--- src/rtl/vx_rr_lock_arbiter.sv ---
// ---------------------------------------------------------------------------
// vx_rr_lock_arbiter
//
// Round-robin arbiter that shares one downstream valid/ready consumer among
// NUM_REQS requesters. The request vector is priority-encoded after masking
// off every index at or below a rotating pointer. The lowest remaining index
// wins. If nothing survives the mask, the lowest set request wins instead.
// When LOCK_ENABLE is set, a grant that the consumer has not accepted is
// frozen in a register until the handshake completes.
//
// Parameters:
//   NUM_REQS     number of requesters (>= 1)
//   LOCK_ENABLE  1 holds an unaccepted grant stable, 0 re-arbitrates each cycle
//   PERF_CTR_W   width of the stall counter
//
// Ports:
//   clk_i           clock, all state updates on the rising edge
//   reset_i         synchronous active-high reset
//   requests_i      per-requester request lines
//   grant_ready_i   consumer accepts the presented grant this cycle
//   grant_valid_o   a grant is presented
//   grant_index_o   winning requester index (0 when no grant)
//   grant_onehot_o  winning requester one-hot (0 when no grant)
//   perf_stalls_o   saturating count of cycles with valid & ~ready
//
// Build option:
//   VX_ARB_PERF_EN  when defined, the stall counter is implemented; when
//                   undefined, perf_stalls_o is tied to zero.
// ---------------------------------------------------------------------------
module vx_rr_lock_arbiter #(
  parameter int NUM_REQS    = 4,
  parameter int LOCK_ENABLE = 1,
  parameter int PERF_CTR_W  = 32
) (
  input  logic                                           clk_i,
  input  logic                                           reset_i,
  input  logic [NUM_REQS-1:0]                            requests_i,
  input  logic                                           grant_ready_i,
  output logic                                           grant_valid_o,
  output logic [((NUM_REQS > 1) ? $clog2(NUM_REQS) : 1)-1:0] grant_index_o,
  output logic [NUM_REQS-1:0]                            grant_onehot_o,
  output logic [PERF_CTR_W-1:0]                          perf_stalls_o
);

  localparam int LOG_NUM_REQS = (NUM_REQS > 1) ? $clog2(NUM_REQS) : 1;

  typedef enum logic {
    IDLE   = 1'b0,
    LOCKED = 1'b1
  } state_t;

  state_t                  state_q;
  logic [LOG_NUM_REQS-1:0] lastIdx_q;
  logic [LOG_NUM_REQS-1:0] lockIdx_q;

  logic                    reqValid;
  logic                    maskedFound;
  logic [LOG_NUM_REQS-1:0] maskedIdx;
  logic [LOG_NUM_REQS-1:0] anyIdx;
  logic [LOG_NUM_REQS-1:0] winnerIdx;
  logic                    grantValid;
  logic [LOG_NUM_REQS-1:0] grantIdx;

  assign reqValid = |requests_i;

  // The loop walks from the highest index down to the lowest, so the last
  // hit it records is the lowest set bit. It tracks two encodes at once:
  // one over the requests above the pointer, and one over all requests,
  // which is the fallback once the pointer has wrapped.
  always_comb begin
    maskedFound = 1'b0;
    maskedIdx   = '0;
    anyIdx      = '0;
    for (int i = NUM_REQS - 1; i >= 0; i--) begin
      if (requests_i[i]) begin
        anyIdx = LOG_NUM_REQS'(i);
        if (LOG_NUM_REQS'(i) > lastIdx_q) begin
          maskedIdx   = LOG_NUM_REQS'(i);
          maskedFound = 1'b1;
        end
      end
    end
    winnerIdx = maskedFound ? maskedIdx : anyIdx;
  end

  // In IDLE the grant comes straight from the live requests, with no added
  // latency. In LOCKED it comes from the frozen index, so a requester that
  // drops its line cannot withdraw a grant the consumer has not yet taken.
  // Reset blanks the outputs immediately.
  always_comb begin
    grantValid = 1'b0;
    grantIdx   = '0;
    if (!reset_i) begin
      if (state_q == LOCKED) begin
        grantValid = 1'b1;
        grantIdx   = lockIdx_q;
      end else if (reqValid) begin
        grantValid = 1'b1;
        grantIdx   = winnerIdx;
      end
    end
  end

  always_comb begin
    grant_onehot_o = '0;
    for (int i = 0; i < NUM_REQS; i++) begin
      grant_onehot_o[i] = grantValid && (grantIdx == LOG_NUM_REQS'(i));
    end
  end

  assign grant_valid_o = grantValid;
  assign grant_index_o = grantIdx;

  // Arbitration FSM. The pointer moves only on a completed handshake, so
  // an unaccepted grant never costs a requester its turn. A ready pulse
  // with no grant presented changes nothing.
  always_ff @(posedge clk_i) begin
    if (reset_i) begin
      state_q   <= IDLE;
      lastIdx_q <= LOG_NUM_REQS'(NUM_REQS - 1);
      lockIdx_q <= '0;
    end else begin
      case (state_q)
        IDLE: begin
          if (reqValid) begin
            if (grant_ready_i) begin
              lastIdx_q <= winnerIdx;
            end else if (LOCK_ENABLE != 0) begin
              state_q   <= LOCKED;
              lockIdx_q <= winnerIdx;
            end
          end
        end
        LOCKED: begin
          if (grant_ready_i) begin
            state_q   <= IDLE;
            lastIdx_q <= lockIdx_q;
          end
        end
        default: state_q <= IDLE;
      endcase
    end
  end

`ifdef VX_ARB_PERF_EN
  logic [PERF_CTR_W-1:0] stallCnt_q;
  logic [PERF_CTR_W-1:0] stallCnt_d;

  // The stall counter stops at all-ones instead of wrapping, so a long
  // stall can never make the count look small.
  always_comb begin
    stallCnt_d = stallCnt_q;
    if (grantValid && !grant_ready_i && (stallCnt_q != '1)) begin
      stallCnt_d = stallCnt_q + PERF_CTR_W'(1);
    end
  end

  always_ff @(posedge clk_i) begin
    if (reset_i) begin
      stallCnt_q <= '0;
    end else begin
      stallCnt_q <= stallCnt_d;
    end
  end

  assign perf_stalls_o = stallCnt_q;
`else
  assign perf_stalls_o = '0;
`endif

endmodule

--- config.mk ---
export PLATFORM = sky130hd
export DESIGN_NAME = vx_rr_lock_arbiter
export DESIGN_NICKNAME = d
export VERILOG_FILES = /design/src/rtl/vx_rr_lock_arbiter.sv
export SDC_FILE = /design/constraint.sdc
export NUM_CORES = 1
export LEC_CHECK = 0
export ABC_CLOCK_PERIOD_IN_PS = 3390
export BUFFER_PORTS_ARGS = -buffer_cell sky130_fd_sc_hd__buf_2
export CAP_MARGIN = 20
export CORE_MARGIN = 2
export CORE_UTILIZATION = 45
export CTS_BUF_LIST = sky130_fd_sc_hd__clkbuf_2
export CTS_CLUSTER_DIAMETER = 80
export CTS_CLUSTER_SIZE = 40
export DETAILED_ROUTE_END_ITERATION = 6
export PLACE_DENSITY = 0.95
export SYNTH_ARGS = -nofsm -noshare
export SYNTH_HDL_FRONTEND = slang
export SYNTH_SLANG_ARGS = --single-unit
--- constraint.sdc ---
create_clock -name clk_i -period 3.39 [get_ports clk_i]
set_input_delay 0.339 -clock clk_i [delete_from_list [all_inputs] [get_ports clk_i]]
set_output_delay 0.339 -clock clk_i [all_outputs]
set_load 0.02 [all_outputs]
==> summary.txt, run 1 <==
Global routing
  • Vias in the first global route: roughly 370
  • Total Routing Usage GR: 11.3%
  • Initial antenna violation count: 0
  • First-pass GRT wire length: 1550 um
  • Grt ovf: 0
  • Largest net degree at the start of global routing: 12

Timing
  • Final setup violation count: 0
  • Final hold vios: 0
  • RSZ-0062 raised after global routing: no
  • Fin Setup TNS: 0 ns
  • Achievable frequency: between 0.4 and 0.5 GHz
  • Fin. max-slew vios: 0
  • Tcrit/Tclk final: roughly three fifths
  • Clock skew: approximately 0.0039 ns
  • Setup WS post-layout: roughly 1.4 ns
  • Post-layout min period: 2.03 ns

Synthesis
  • Ys Warns: 0
  • Area share of xor/xnor cells in the synthesized design: 0%
  • Post-synthesis mux area share: 1.53%
  • Largest family of logic cells by synthesized area: buffers and inverters
  • Synth top area share: between 30 and 40%
  • Simple logic cell fraction of the synthesized area: 23.6%
  • Synth Register Bits: 5
  • Main area contributors after synthesis: buf_4 (37%), dfxtp_1 (15%), nor2_1 (5.2%)
  • Mapped Area: ~650 sq um
  • Top-count cell post-synth: buf_4
  • Count of cell types in the netlist: 28
  • Ys async rst share: 0%
  • Synth Area in Compound Gates: approximately a fifth
  • Mean Syn Cell Area: around 7.5 sq um
  • Ys flop type: dfxtp_1
  • Number of flops mapped to enable cells by yosys: 0
  • Largest area contributor in the netlist: buf_4
  • Synth Area in Adders: 0%
  • Register area share after synthesis: 15.3%
  • Post-Syn Instances: 87
  • Commonest cells post-synth: buf_4 (32), nor2_1 (9), dfxtp_1 (5)

Critical path
  • Startpoint Class: flip-flop
  • Worst Path Class, Setup: flip-flop to output port
  • Max Fanout on Critical Path: 7
  • Crit. End Element: output port
  • CP Data Arrival Time: 1.69 ns
  • Critical Path RT: slightly above 3 ns

Power and ir drop
  • Leakage power: around 0.33 nW
  • PD cells: 348 nW/um^2
  • Peak supply drop: roughly 150 uV

Clock tree
  • H-tree depth: 1
  • Post-cts hold buffer count: 0
  • TritonCTS clock tree: done
  • Clock-pin slew on the worst setup and hold paths: around 0.050 ns
  • Worst skew pair latency: ~0.21 ns
  • Post-CTS sizing: 0
  • Clock root buffer: clkbuf_2
  • Post-CTS Setup Repair Bufs: 0
  • CTS Buf Count: 3
  • Clock Sinks: 5
  • Clock Tree Buf Depth: 2

Detailed routing
  • Vias per cell: around 4.6
  • Initial DRC Count: 11
  • WL per Instance: about 9.1 um
  • Routed WL: 1050 um
  • Antenna Nets Post-Route: 0
  • Via Count: 538
  • # DRC: 0
  • Pre-Repair DR Iteration Count: 4

Floorplan
  • Die area: 1770 sq um
  • IO Pins: 46
  • Die Ht: between 40 and 50 um
  • Die width: 42.1 um
  • Row count: 13
  • Initial Utilization: roughly half
  • Core ar.: 1330 sq um

Finish
  • Layout Nets: between 100 and 150
  • Fraction of layout instances using a drive strength above 1: a little under a quarter
  • ANT cells: 0
  • Area grow syn2layout: -4.60%

Placement
  • DP Worst Slack: roughly 1.4 ns
  • DP Wirelength: between 800 and 900 um
  • Gpl congestion: roughly 0.82
  • Port bufs: 13

Status
  • Status: finished clean

Job
  • MaxCap Viol Count: 0

Min path
  • Worst min path class: input pin to flip-flop
path summary, 6_finish.rpt:
path | depth (start not counted) | start | slack [ns] | to
setup / recovery | 5 | lastIdx_q[0] | 1.36 | grant_onehot_o[2]
hold / removal | 2 | grant_ready_i | 0.35 | state_q
setup reg to reg | 4 | lastIdx_q[0] | 2.03 | lockIdx_q[0]
hold reg to reg | 2 | lockIdx_q[0] | 0.57 | lockIdx_q[0]
worst max-delay path, cell delays in order, from the launching register on:
cell and delay (ns):
dfxtp_1 0.38, inv_1 0.06, a221o_2 0.37, a21oi_2 0.29, a32o_1 0.22, buf_2 0.16
layout by cell type, fill, tap and decap left out, types with 3 or more instances in the layout:
| cell type | netlist | final |
|---|---|---|
| conb_1 | 1 | 32 |
| buf_2 | 2 | 13 |
| nor2_1 | 9 | 9 |
| dfxtp_1 | 5 | 5 |
| nand2_1 | 4 | 4 |
| clkbuf_2 | 0 | 4 |
| nand2b_1 | 3 | 3 |
| inv_1 | 3 | 3 |
| nor3_1 | 3 | 3 |
where the power goes:
part | internal [mW] | switching [mW] | total (mW) | leakage (nW)
Combinational | 0.0249 | 0.0673 | 0.0922 | 0.269
Sequential | 0.0642 | 0.00767 | 0.0719 | 0.0414
Clock | 0.0312 | 0.0213 | 0.0525 | 0.0166
Total | 0.120 | 0.0963 | 0.217 | 0.327
cell type report:
class / count / area, sq um
clock buffers: 4 / 20.0
fillers: 147 / 711
inverters: 3 / 11.3
multi-input cells: 76 / 408
flip-flops and latches: 5 / 100
well taps: 15 / 18.8
repair buffers: 13 / 65.1
flip-flops by register name, summed over array words and instances (netlist names):
| name | flops |
|---|---|
| state_q | 1 |
| lastIdx_q | 2 |
| lockIdx_q | 2 |
metal layers:
metal	GRT usage [%]	vias to the layer above	wire (um)
li1	-	262	-
met1	12.8	250	377
met2	19.1	26	572
met3	3.45	0	102
met4	5.63	0	0
met5	0	-	0
logic make-up (layout without fill, tap and decap cells):
group | count (synthesis) | count (layout)
buffers and inverters | 37 | 20
multiplexers | 1 | 1
AO/OA/AOI/OAI | 15 | 15
AND/OR/NAND/NOR | 28 | 28
flip-flops | 5 | 5
other | 1 | 32
metrics by stage:
stage                     power [mW]  hold WS (ns)  utilization, %  cell area (sq um)  instances
after floorplan                0.174         0.416               -                769        118
after global placement         0.162         0.530            45.2                603        112
after detailed placement       0.165         0.562            45.2                603        112
after CTS                      0.219         0.340            46.7                623        116
after global routing           0.234         0.348            46.7                623        116
final                          0.217         0.353            46.7                623        116
No activity file was read; power rests on OpenSTA's default activity.
==> run 2: changes to the inputs <==
==> config.mk (replaced) <==
export PLATFORM = sky130hd
export DESIGN_NAME = vx_rr_lock_arbiter
export DESIGN_NICKNAME = d
export VERILOG_FILES = /design/src/rtl/vx_rr_lock_arbiter.sv
export SDC_FILE = /design/constraint.sdc
export NUM_CORES = 1
export LEC_CHECK = 0
export ABC_AREA = 1
export ABC_CLOCK_PERIOD_IN_PS = 2120
export BUFFER_PORTS_ARGS = -buffer_cell sky130_fd_sc_hd__buf_2
export CAP_MARGIN = 20
export CORE_MARGIN = 2
export CORE_UTILIZATION = 42
export CTS_BUF_LIST = sky130_fd_sc_hd__clkbuf_2
export CTS_CLUSTER_DIAMETER = 80
export CTS_CLUSTER_SIZE = 40
export DETAILED_ROUTE_END_ITERATION = 6
export PLACE_DENSITY = 0.92
export SYNTH_ARGS = -nofsm -noshare
export SYNTH_HDL_FRONTEND = slang
export SYNTH_SLANG_ARGS = --single-unit
==> constraint.sdc (replaced) <==
create_clock -name clk_i -period 2.12 [get_ports clk_i]
set_input_delay 0.212 -clock clk_i [delete_from_list [all_inputs] [get_ports clk_i]]
set_output_delay 0.212 -clock clk_i [all_outputs]
set_load 0.02 [all_outputs]
==> run 2 against run 1 <==
  * Non-clock buffer count stayed put
  * Total power up 65%
  * Via count down 0.93%
  * Critical path depth increased by 4
  * Worst setup slack worse by 0.80 ns
  * Sequential power increased by 49%
  * Clock-buffer cell count unchanged
  * Core utilization is 3.9 points lower
  * Critical endpoint is now grant_onehot_o[1]
  * Largest cell class unchanged
  * Highest routed layer is now met4
==> summary.txt, run 2 <==
Timing
  • Final setup violation count: 0
  • Achievable frequency: around 0.64 GHz
  • Hold Slack: around 0.19 ns
  • Final hold vios: 0
  • RSZ-0062 raised after global routing: no
  • Fin. max-slew vios: 0
  • Post-layout min period: roughly 1.6 ns
  • Tcrit/Tclk final: 73.7%
  • Clock skew: 0.00609 ns
  • Fin Setup TNS: 0 ns

Finish
  • Layout Nets: about 120
  • Multi-input logic area: approximately 360 sq um
  • Commonest non-fill, non-tap cell in the layout: conb_1
  • Area grow syn2layout: -2.86%
  • Fraction of layout instances using a drive strength above 1: a little under a third
  • Register area: roughly 100 sq um
  • ANT cells: 0
  • Fillers: approximately 150
  • Non-Filler Instances: about 130
  • Commonest cells after routing, fill and taps aside: conb_1 (32), nand2_1 (21), buf_2 (13)
  • Top flop regs: lastIdx_q (2), lockIdx_q (2), state_q (1)

Clock tree
  • CTS Buf Count: 3
  • Clock Tree Buf Depth: 2
  • H-tree depth: 1
  • Post-CTS Setup Repair Bufs: 0
  • Clock Sinks: 5
  • Post-CTS sizing: 0
  • Worst skew pair latency: around 0.23 ns
  • Clock-pin slew on the worst setup and hold paths: about 0.060 ns
  • TritonCTS clock tree: done
  • Clock root buffer: clkbuf_2
  • Post-cts hold buffer count: 0

Detailed routing
  • Antenna Nets Post-Route: 0
  • Initial DRC Count: 7
  • WL per Instance: 8.01 um
  • Routed WL: 1030 um
  • Via Count: 533
  • # DRC: 0
  • Pre-Repair DR Iteration Count: 4
  • Vias per cell: 4.13

Power and ir drop
  • Leakage power: between 0.4 and 0.5 nW
  • Peak supply drop: ~210 uV
  • PD cells: 560 nW/um^2
  • Register share of total power: between 20% and 30%
  • Logic pwr share: approximately 44%
  • Psw: ~170 uW
  • Part of the power in the clock network: about 26%
  • Internal power: approximately 190 uW
  • Net Sw Frac: a little under half

Synthesis
  • Ys async rst share: 0%
  • Ys Warns: 0
  • Mapped Area: roughly 660 sq um
  • Top-count cell post-synth: buf_4
  • Largest area contributor in the netlist: buf_4
  • Register area share after synthesis: about 15%
  • Commonest cells post-synth: buf_4 (32), nand2_1 (21), inv_1 (7), inv_2 (7), dfxtp_1 (5)
  • Count of cell types in the netlist: 21
  • Main area contributors after synthesis: buf_4 (37%), dfxtp_1 (15%), nand2_1 (12%)
  • Mean Syn Cell Area: 6.77 sq um
  • Number of flops mapped to enable cells by yosys: 0
  • Synth Register Bits: 5
  • Post-Syn Instances: just under 100
  • Synth top area share: 36.6%
  • Ys flop type: dfxtp_1

Global routing
  • Largest net degree at the start of global routing: 9
  • Total Routing Usage GR: ~11%
  • Initial antenna violation count: 0
  • First-pass GRT wire length: roughly 1500 um
  • Grt ovf: 0
  • Vias in the first global route: between 400 and 500

Job
  • MaxCap Viol Count: 0

Floorplan
  • IO Pins: 46
  • Die area: approximately 1900 sq um
  • Core ar.: between 1000 and 1500 sq um
  • Row count: 14
  • Initial Utilization: between 40% and 50%
  • Die Ht: between 40 and 50 um
  • Die width: approximately 44 um

Critical path
  • Max Fanout on Critical Path: 3
  • Startpoint Class: flip-flop
  • Critical Path RT: ~1.9 ns
  • Worst Path Class, Setup: flip-flop to output port
  • Crit. End Element: output port
  • CP Data Arrival Time: 1.35 ns

Placement
  • Gpl congestion: 0.869
  • Port bufs: 13
  • Dpl cells: 125
  • DP Wirelength: between 800 and 900 um

Status
  • Status: finished clean

Min path
  • Worst min path class: input pin to flip-flop
==> run 2: changes by cell type after synthesis, sizes merged, moves of 2 or more <==
cell	delta
nand4	+4
inv	+11
nand2	+22
buf	-2
nor3	-3
nor2b	-2
nor2	-4
nand2b	-3
nor3b	-2
a32o	-2
==> run 2: cells by family (layout without fill, tap and decap cells) <==
logic type | count (synthesis) | in the layout | synth area share, %
compound gates | 7 | 7 | 7.24
buf+inv | 47 | 32 | 47.2
flops | 5 | 5 | 15.2
other cells | 1 | 32 | 0.571
simple gates | 37 | 37 | 29.7
==> run 2: layout make-up <==
class | count | share of cell area, %
multi-input cells | 76 | 56.9
clock buffers | 4 | 3.14
flip-flops and latches | 5 | 15.7
repair buffers | 13 | 10.2
well taps | 16 | 3.14
inverters | 15 | 11.0
==> run 2: layer usage <==
metal	global-route usage, %	vias up	wire length (um)
li1	-	269	-
met1	11.6	231	419
met2	18.8	30	487
met3	2.92	3	109
met4	5.45	0	17
met5	0	-	0
==> run 2: path summary, 6_finish.rpt <==
path            startpoint  slack (ns)           endpoint  cells after the start
max           lastIdx_q[1]        0.56  grant_onehot_o[1]                      9
min          grant_ready_i        0.19            state_q                      2
max reg2reg        state_q        1.05       lastIdx_q[1]                      6
min reg2reg   lastIdx_q[1]        0.51       lastIdx_q[1]                      2
==> run 2: critical path, cell delays in order, from the launching register on <==
cell and delay (ns):
dfxtp_1 0.35, inv_2 0.05, nand2_1 0.09, nand3_2 0.10, nand4_2 0.10, nand2_2 0.09, nand2_4 0.07, inv_2 0.04
nor2_2 0.08, buf_2 0.16
==> run 2: through the flow <==
| step | area, sq um | total power, mW | utilization (%) | setup slack [ns] |
|---|---|---|---|---|
| after floorplan | 773 | 0.283 | - | 0.856 |
| after global placement | 618 | 0.262 | 41.5 | 0.800 |
| after detailed placement | 618 | 0.266 | 41.5 | 0.747 |
| after CTS | 638 | 0.358 | 42.9 | 0.544 |
| after global routing | 638 | 0.379 | 42.9 | 0.435 |
| final | 638 | 0.357 | 42.9 | 0.558 |
==> run 2: power groups by stage <==
stage	Combinational [mW]	Sequential [mW]	Clock, mW
after CTS	0.157	0.107	0.0935
after global routing	0.173	0.108	0.0981
after global placement	0.153	0.109	0
final	0.158	0.107	0.0920
after floorplan	0.175	0.108	0
after detailed placement	0.157	0.109	0
